### config.mk
export PLATFORM = sky130hd
export DESIGN_NAME = dec_scan
export DESIGN_NICKNAME = d
export VERILOG_FILES = /design/src/rtl/dec_scan_pkg.sv /design/src/rtl/dec_scan_onehot.sv /design/src/rtl/dec_scan.sv
export SDC_FILE = /design/constraint.sdc
export NUM_CORES = 1
export LEC_CHECK = 0
export ABC_AREA = 1
export CAP_MARGIN = 15
export CORE_MARGIN = 4
export CORE_UTILIZATION = 35
export DETAILED_ROUTE_END_ITERATION = 16
export PLACE_DENSITY = 0.58
export SLEW_MARGIN = 20
export SYNTH_ARGS = -nofsm -noshare
export SYNTH_HDL_FRONTEND = slang
export SYNTH_SLANG_ARGS = --single-unit
export TNS_END_PERCENT = 5
### constraint.sdc
create_clock -name clk -period 4.4 [get_ports clk]
set_clock_uncertainty 0.05 [all_clocks]
set_input_delay 0.88 -clock clk [delete_from_list [all_inputs] [get_ports clk]]
set_output_delay 0.88 -clock clk [all_outputs]
set_load 0.01 [all_outputs]
### src/rtl/dec_scan_pkg.sv
// dec_scan shared constants: mode select values and FSM state codes.
package dec_scan_pkg;

  typedef logic [1:0] state_t;

  localparam logic MODE_DIRECT = 1'b0;
  localparam logic MODE_SCAN   = 1'b1;

  localparam state_t S_OFF    = 2'd0;
  localparam state_t S_DIRECT = 2'd1;
  localparam state_t S_SCAN   = 2'd2;

endpackage

### src/rtl/dec_scan_onehot.sv
// Index to one-hot with an enable gate; all-zero when disabled.
module dec_onehot #(
  parameter int IN_W = 3
) (
  input  logic                 en,
  input  logic [IN_W-1:0]      idx,
  output logic [(2**IN_W)-1:0] onehot
);

  localparam int OUT_W = 2**IN_W;

  assign onehot = {{(OUT_W-1){1'b0}}, en} << idx;

endmodule

### src/rtl/dec_scan.sv
// Registered N-to-2^N decoder with a self-running channel scan mode
// for multiplexed display digit/row selects.
module dec_scan
  import dec_scan_pkg::*;
#(
  parameter int IN_W    = 3,
  parameter int DWELL_W = 16,
  parameter int BLANK   = 0
) (
  input  logic                 clk,
  input  logic                 rst,
  input  logic                 en,
  input  logic                 mode,
  input  logic [IN_W-1:0]      in,
  input  logic [IN_W:0]        num_ch,
  input  logic [DWELL_W-1:0]   dwell,
  output logic [(2**IN_W)-1:0] out,
  output logic [IN_W-1:0]      sel,
  output logic                 wrap
);

  localparam int OUT_W = 2**IN_W;
  localparam logic [IN_W:0] OUT_N = (IN_W+1)'(OUT_W);
  localparam logic [DWELL_W:0] BLANK_N = (DWELL_W+1)'(BLANK);

  state_t              state;
  state_t              nstate;
  logic                resume;
  logic                resume_next;
  logic [DWELL_W-1:0]  cnt;
  logic [DWELL_W-1:0]  cnt_next;
  logic [IN_W-1:0]     sel_next;
  logic [IN_W:0]       eff_ch;
  logic [IN_W:0]       last;
  logic                wrap_next;
  logic                gate;
  logic [OUT_W-1:0]    out_next;

  // resume marks that the last active state was scan, so an
  // en drop freezes the position instead of restarting it
  always_comb begin
    nstate = !en ? S_OFF :
             (mode == MODE_SCAN) ? S_SCAN : S_DIRECT;
    eff_ch = (num_ch == '0 || num_ch > OUT_N) ?
             OUT_N : num_ch;
    last        = eff_ch - 1'b1;
    sel_next    = sel;
    cnt_next    = cnt;
    wrap_next   = 1'b0;
    gate        = 1'b0;
    resume_next = resume;
    unique case (1'b1)
      (nstate == S_DIRECT): begin
        sel_next    = in;
        cnt_next    = '0;
        gate        = 1'b1;
        resume_next = 1'b0;
      end
      (nstate == S_SCAN): begin
        resume_next = 1'b1;
        if (state == S_DIRECT || (state == S_OFF && !resume)) begin
          sel_next = '0;
          cnt_next = '0;
        end else if (cnt >= dwell) begin
          cnt_next = '0;
          if ({1'b0, sel} >= last) begin
            sel_next  = '0;
            wrap_next = 1'b1;
          end else begin
            sel_next = sel + 1'b1;
          end
        end else begin
          cnt_next = cnt + 1'b1;
        end
        gate = {1'b0, cnt_next} >= BLANK_N;
      end
      default: ;
    endcase
  end

  dec_onehot #(.IN_W(IN_W)) u_onehot (
    .en     (gate),
    .idx    (sel_next),
    .onehot (out_next)
  );

  always_ff @(posedge clk) begin
    if (rst) begin
      state  <= S_OFF;
      resume <= 1'b0;
      cnt    <= '0;
      sel    <= '0;
      out    <= '0;
      wrap   <= 1'b0;
    end else begin
      state  <= nstate;
      resume <= resume_next;
      cnt    <= cnt_next;
      sel    <= sel_next;
      out    <= out_next;
      wrap   <= wrap_next;
    end
  end

endmodule

# Word-level counts from Yosys, hierarchy flattened
# Cells that the tools add are included.
# W data, S select, Z words.
# totals
ff_bits	31
inputBits	27
out_inout_bits	12
wordCells	40
# classes
add_sub_neg	3
magnitude_cmp	3
n_eq_ne	3
n_shift	1
n_mux	13
n_bitwise	2
reduce_logical	9
# op_table
operator	count
$mux W16	2
$pmux W16 S2	1
$add A16 B1 Y16 const B	1
$ge A16 B16 Y1	1
$mux W3	3
$shl A1 B3 Y8	1
$pmux W3 S2	1
$eq A2 B1 Y1 const B	2
$ge A3 B4 Y1	1
$gt A4 B4 Y1 const B	1
$logic_not A4 Y1	1
$mux W2	2
$mux W4	1
$reduce_or A4 Y1	1
$sub A4 B1 Y4 const B	1
$add A3 B1 Y3 const B	1
$eq A2 B2 Y1 const B	1
$logic_not A2 Y1	1
$logic_or A1 B1 Y1	2
$mux W1	2
$not A1 Y1	2
$pmux W1 S2	1
$reduce_bool A2 Y1	1
$reduce_or A2 Y1	1
2 further kinds	2

# Logic depth before layout (Yosys ltp)
# depth
ltp_word	10
depth_mapped	17
ltp_nobuf	17

# Modules after synthesis
# A second synthesis with hierarchy kept.
# unflattened
hier_cells	311
area_unflattened_um2	2143.3
# by_module_without_submodules
mod	instances	cells_each	area_each_um2	seq_area_each_um2
dec_scan	1	296	2082.0	620.6
dec_onehot	1	15	61.3	0.0

# Worst setup path after synthesis
# OpenSTA, ideal clock, no wires.
# synth_path
path_kind	in2reg
start	input port num_ch[3]
end	register out[2]
setup_ns	0.117
arrival_time_ns	2.386
required_ns	4.233
path_slack_ns	1.847
path_stages	14
path_buffers	0
path_cell_list	inv_1 nand2_1 ha_1 ha_1 inv_1 nor2_1 o21ai_0 nand3_1 nand2_2 nand2_2 nor2_2 nor2_4 nand3_2 nor2_1
# synth_between
elab_chain_cells	10
elab_cells_between_ends	11
classes_between	add/sub (1); order compare (2); shift (1); mux (5); reduce/logical (2)
# synth_rtl
item	line_no	text
start: declaration	dec_scan.sv:15	input logic [IN_W:0] num_ch,
$gt A4 B4 Y1 or $logic_not A4 Y1 (tied branches)	dec_scan.sv:44	eff_ch = (num_ch == '0 || num_ch > OUT_N) ?
$logic_or A1 B1 Y1	dec_scan.sv:44	
$mux W4 *	dec_scan.sv:44	
$sub A4 B1 Y4 *	dec_scan.sv:46	last = eff_ch - 1'b1;
$ge A3 B4 Y1 *	dec_scan.sv:66	if ({1'b0, sel} >= last) begin
$mux W3 *	dec_scan.sv:66	
$mux W3 *	dec_scan.sv:64	end else if (cnt >= dwell) begin
$mux W3 *	dec_scan.sv:61	if (state == S_DIRECT || (state == S_OFF && !resume)) begin
$pmux W3 S2 *	dec_scan.sv:52	unique case (1'b1)
$shl A1 B3 Y8 *	dec_scan_onehot.sv:12	assign onehot = {{(OUT_W-1){1'b0}}, en} << idx;
end signal: assignment	dec_scan.sv:100	out <= out_next;
end: declaration	dec_scan.sv:17	output logic [(2**IN_W)-1:0] out,
# Mark *: on every way between the ends. The rest lies on a longest branch, timed or not.
# A chain may end at the register's enable or synchronous reset.

# Worst setup path after layout
# layout_path
start	input port num_ch[3]
end	register out[6]
# The elaborated chain is that of the path after synthesis.

==> impl_metrics.csv <==
group,metric,value,unit
placed_design,dp_hpwl,3560,um
yosys,synthesis.nets,343,
status,status,"completed",
worst_setup_path,r2r_slack,2.35,ns
clock_network,clock_tree.root_cell,"clkbuf_8",
routing,drcViolationCount,0,
sta,holdWs,0.422,ns
sta,worst_pin_slew,0.876,ns
yosys,synthesis.area,2090,um2
sta,finalSetupViolations,0,
worst_setup_path,path_cells,"clkdlybuf4s50_1 -> inv_1 -> nand2_1 -> ha_1 -> ha_1 -> inv_1 -> nor2_1 -> o21ai_0 -> nand3_1 -> nand2_2 -> nand2_2 -> nor2_2 -> nor2_4 -> nand3_2 -> nor2_1",
worst_setup_path,crit_slowest_cell,"clkdlybuf4s50_1",
global_routing,grt_pass1_vias,1819,
global_routing,antenna_found_initial,0,
sta,fmax,354,MHz
finish,final_cell_mix,"nand2_1 (60), inv_1 (48), clkdlybuf4s50_1 (38)",
clock_network,clk_path_buf_depth,2,
global_routing,grt_max_degree,22,
global_routing,grt_pass1_wl,7850,um
finish,synthToLayoutAreaGrowth,26.7,%
placed_design,gp_congestion,0.829,
worst_setup_path,start_kind,"input port",
clock_network,cts_setup_buffers,0,
worst_setup_path,r2r_start,"cnt[7]",
routing,drt_wl_total,4510,um
pwr,power_density,248,nW/um2
sta,finalCritPeriodShare,64.2,%
clock_network,cts.clk_slew.worst_paths,0.07,ns
global_routing,grt_util_all_layers,13.1,%
finish,final_nets,383,
clock_network,cts_tree,"done",
worst_setup_path,cp_slowest_stage_delay,0.39,ns
finish,n_fill_cell,565,
yosys,netlist_instances,294,
worst_setup_path,crit_path_end,"out[6]",
job,cap_violations,0,
worst_setup_path,worstPathArrival,2.94,ns
die,start_util,37.0,%
clock_network,postCtsHoldBufs,0,
sta,hold_viol,0,
clock_network,clk_latency,0.28,ns
worst_setup_path,reg2reg_depth,10,
clock_network,clock_sinks,31,
routing,dr.pass1.iters,4,
min_path,hold_path_class,"flip-flop to flip-flop",
die,core_area,5640,um2
pwr,leakagePower,1.16,nW
worst_setup_path,r2r_end,"cnt[13]",
routing,vias,1886,
die,die_h,85.3,um
finish,mostFrequentLayoutCell,"nand2_1",
pwr,ir_worst_vdd,0.129,mV
yosys,synth-seq-cells,31,
routing,wl_per_cell,11.1,um
die,rows,27,
sta,drv_slew,0,
sta,tns,0,ns
finish,num_antenna_cells,0,
die,ioPinCount,39,
placed_design,portBuffers,38,
routing,drtIter0Drc,92,
sta,maxSlewHeadroom,41.4,%
worst_setup_path,crit_type,"input port to flip-flop",
clock_network,numCtsBuffers,5,
sta,rsz0062_at_grt,"false",
yosys,synth_warnings,0,
clock_network,htreeDepth,2,
worst_setup_path,crit_required,4.52,ns
worst_setup_path,crit_fanout,3,
yosys,synth_cell_types,30,
routing,detail_route.vias_per_cell,4.63,
worst_setup_path,endpoint_kind,"flip-flop",
clock_network,ctsResizeCount,0,
finish,drive_gt1_share,13.7,%
global_routing,grt_overflow,0,
die,fp.dieArea,7270,um2
finish,fin_cells,407,
sta,finalCriticalPeriod,2.83,ns
routing,detail-route-antenna-nets,0,
worst_setup_path,cp-startpoint,"num_ch[3]",
yosys,syn_area_per_cell,7.11,um2
yosys,yosysSeqAreaShare,29.7,%
placed_design,post-place-cells,399,
die,die_w,85.3,um
worst max-delay path, delay by kind of cell:
family                   cells  cell delay [ns]
buffers and inverters        3             0.53
AO/OA/AOI/OAI                1             0.20
adder cells (fa/ha/maj)      2             0.59
AND/OR/NAND/NOR              9             0.77
layer usage:
metal | vias up | track usage, % | routed length (um) | part of all wire (%)
met5 | - | 0 | 0 | 0
met4 | 0 | 3.88 | 52 | 1.2
met3 | 6 | 2.62 | 193 | 4.3
met2 | 34 | 23.2 | 2170 | 48
met1 | 828 | 15.8 | 2090 | 46
li1 | 1018 | - | - | -
cells by family after synthesis:
family                     synth area share (%)
AOI/OAI and AO/OA                          11.0
xor gates and xnor gates                   2.10
adders and majority gates                  13.2
buffers and inverters                      11.5
DFF                                        29.7
and+or+nand+nor                            32.5
worst min-delay path by stage:
stage          startpoint  endpoint  slack, ns  cells past startpoint
5_1_grt            resume    resume       0.45                      2
3_3_place_gp       resume    resume       0.40                      2
3_5_place_dp       resume    resume       0.41                      2
4_1_cts            resume    resume       0.43                      2
6_report           resume    resume       0.42                      2
2_1_floorplan      resume    resume       0.39                      2
synth_stat cells (all sizes together):
cell type	instances	area, um2
nand4	4	25.0
a21oi	27	150
nand2	71	299
inv	55	206
ha	22	275
xnor2	2	17.5
dfxtp	31	621
nand3	27	170
nor2	25	139
a21boi	1	7.51
nor3	3	20.0
nand3b	1	7.51
clkinv	1	3.75
o21ai	13	72.6
buf	2	18.8
xor2	3	26.3
clkbuf	3	11.3
nor4	3	18.8
power breakdown:
| group | total [W] | switching (W) | internal (W) |
|---|---|---|---|
| Sequential | 0.000287 | 0.00000239 | 0.000285 |
| Clock | 0.000289 | 0.000105 | 0.000183 |
| Combinational | 0.0000813 | 0.0000403 | 0.0000409 |
| Total | 0.000657 | 0.000148 | 0.000509 |
registers in the layout, indices dropped and copies added, names as in the netlist:
name and count:
wrap 1, state 2, cnt 16, sel 3, out 8, resume 1
per-stage QoR:
stage	setup WS (ns)	area [um2]	total power, W	util, %
6_report	1.57	2650	0.000657	46.9
5_1_grt	1.26	2650	0.000692	46.9
4_1_cts	1.59	2650	0.000668	46.9
3_5_place_dp	1.30	2530	0.000376	44.8
3_3_place_gp	1.33	2530	0.000375	44.8
2_1_floorplan	1.85	2090	0.000338	-
layout make-up:
| type | instances | area (um2) | share of cell area [%] |
|---|---|---|---|
| repair buffers | 38 | 380 | 14.4 |
| clock inverters | 2 | 35.0 | 1.32 |
| clock buffers | 6 | 82.6 | 3.12 |
| multi-input cells | 202 | 1230 | 46.4 |
| well taps | 72 | 90.1 | 3.40 |
| flip-flops and latches | 31 | 621 | 23.4 |
| inverters | 56 | 210 | 7.94 |
Power figures use the tool's default switching activity.
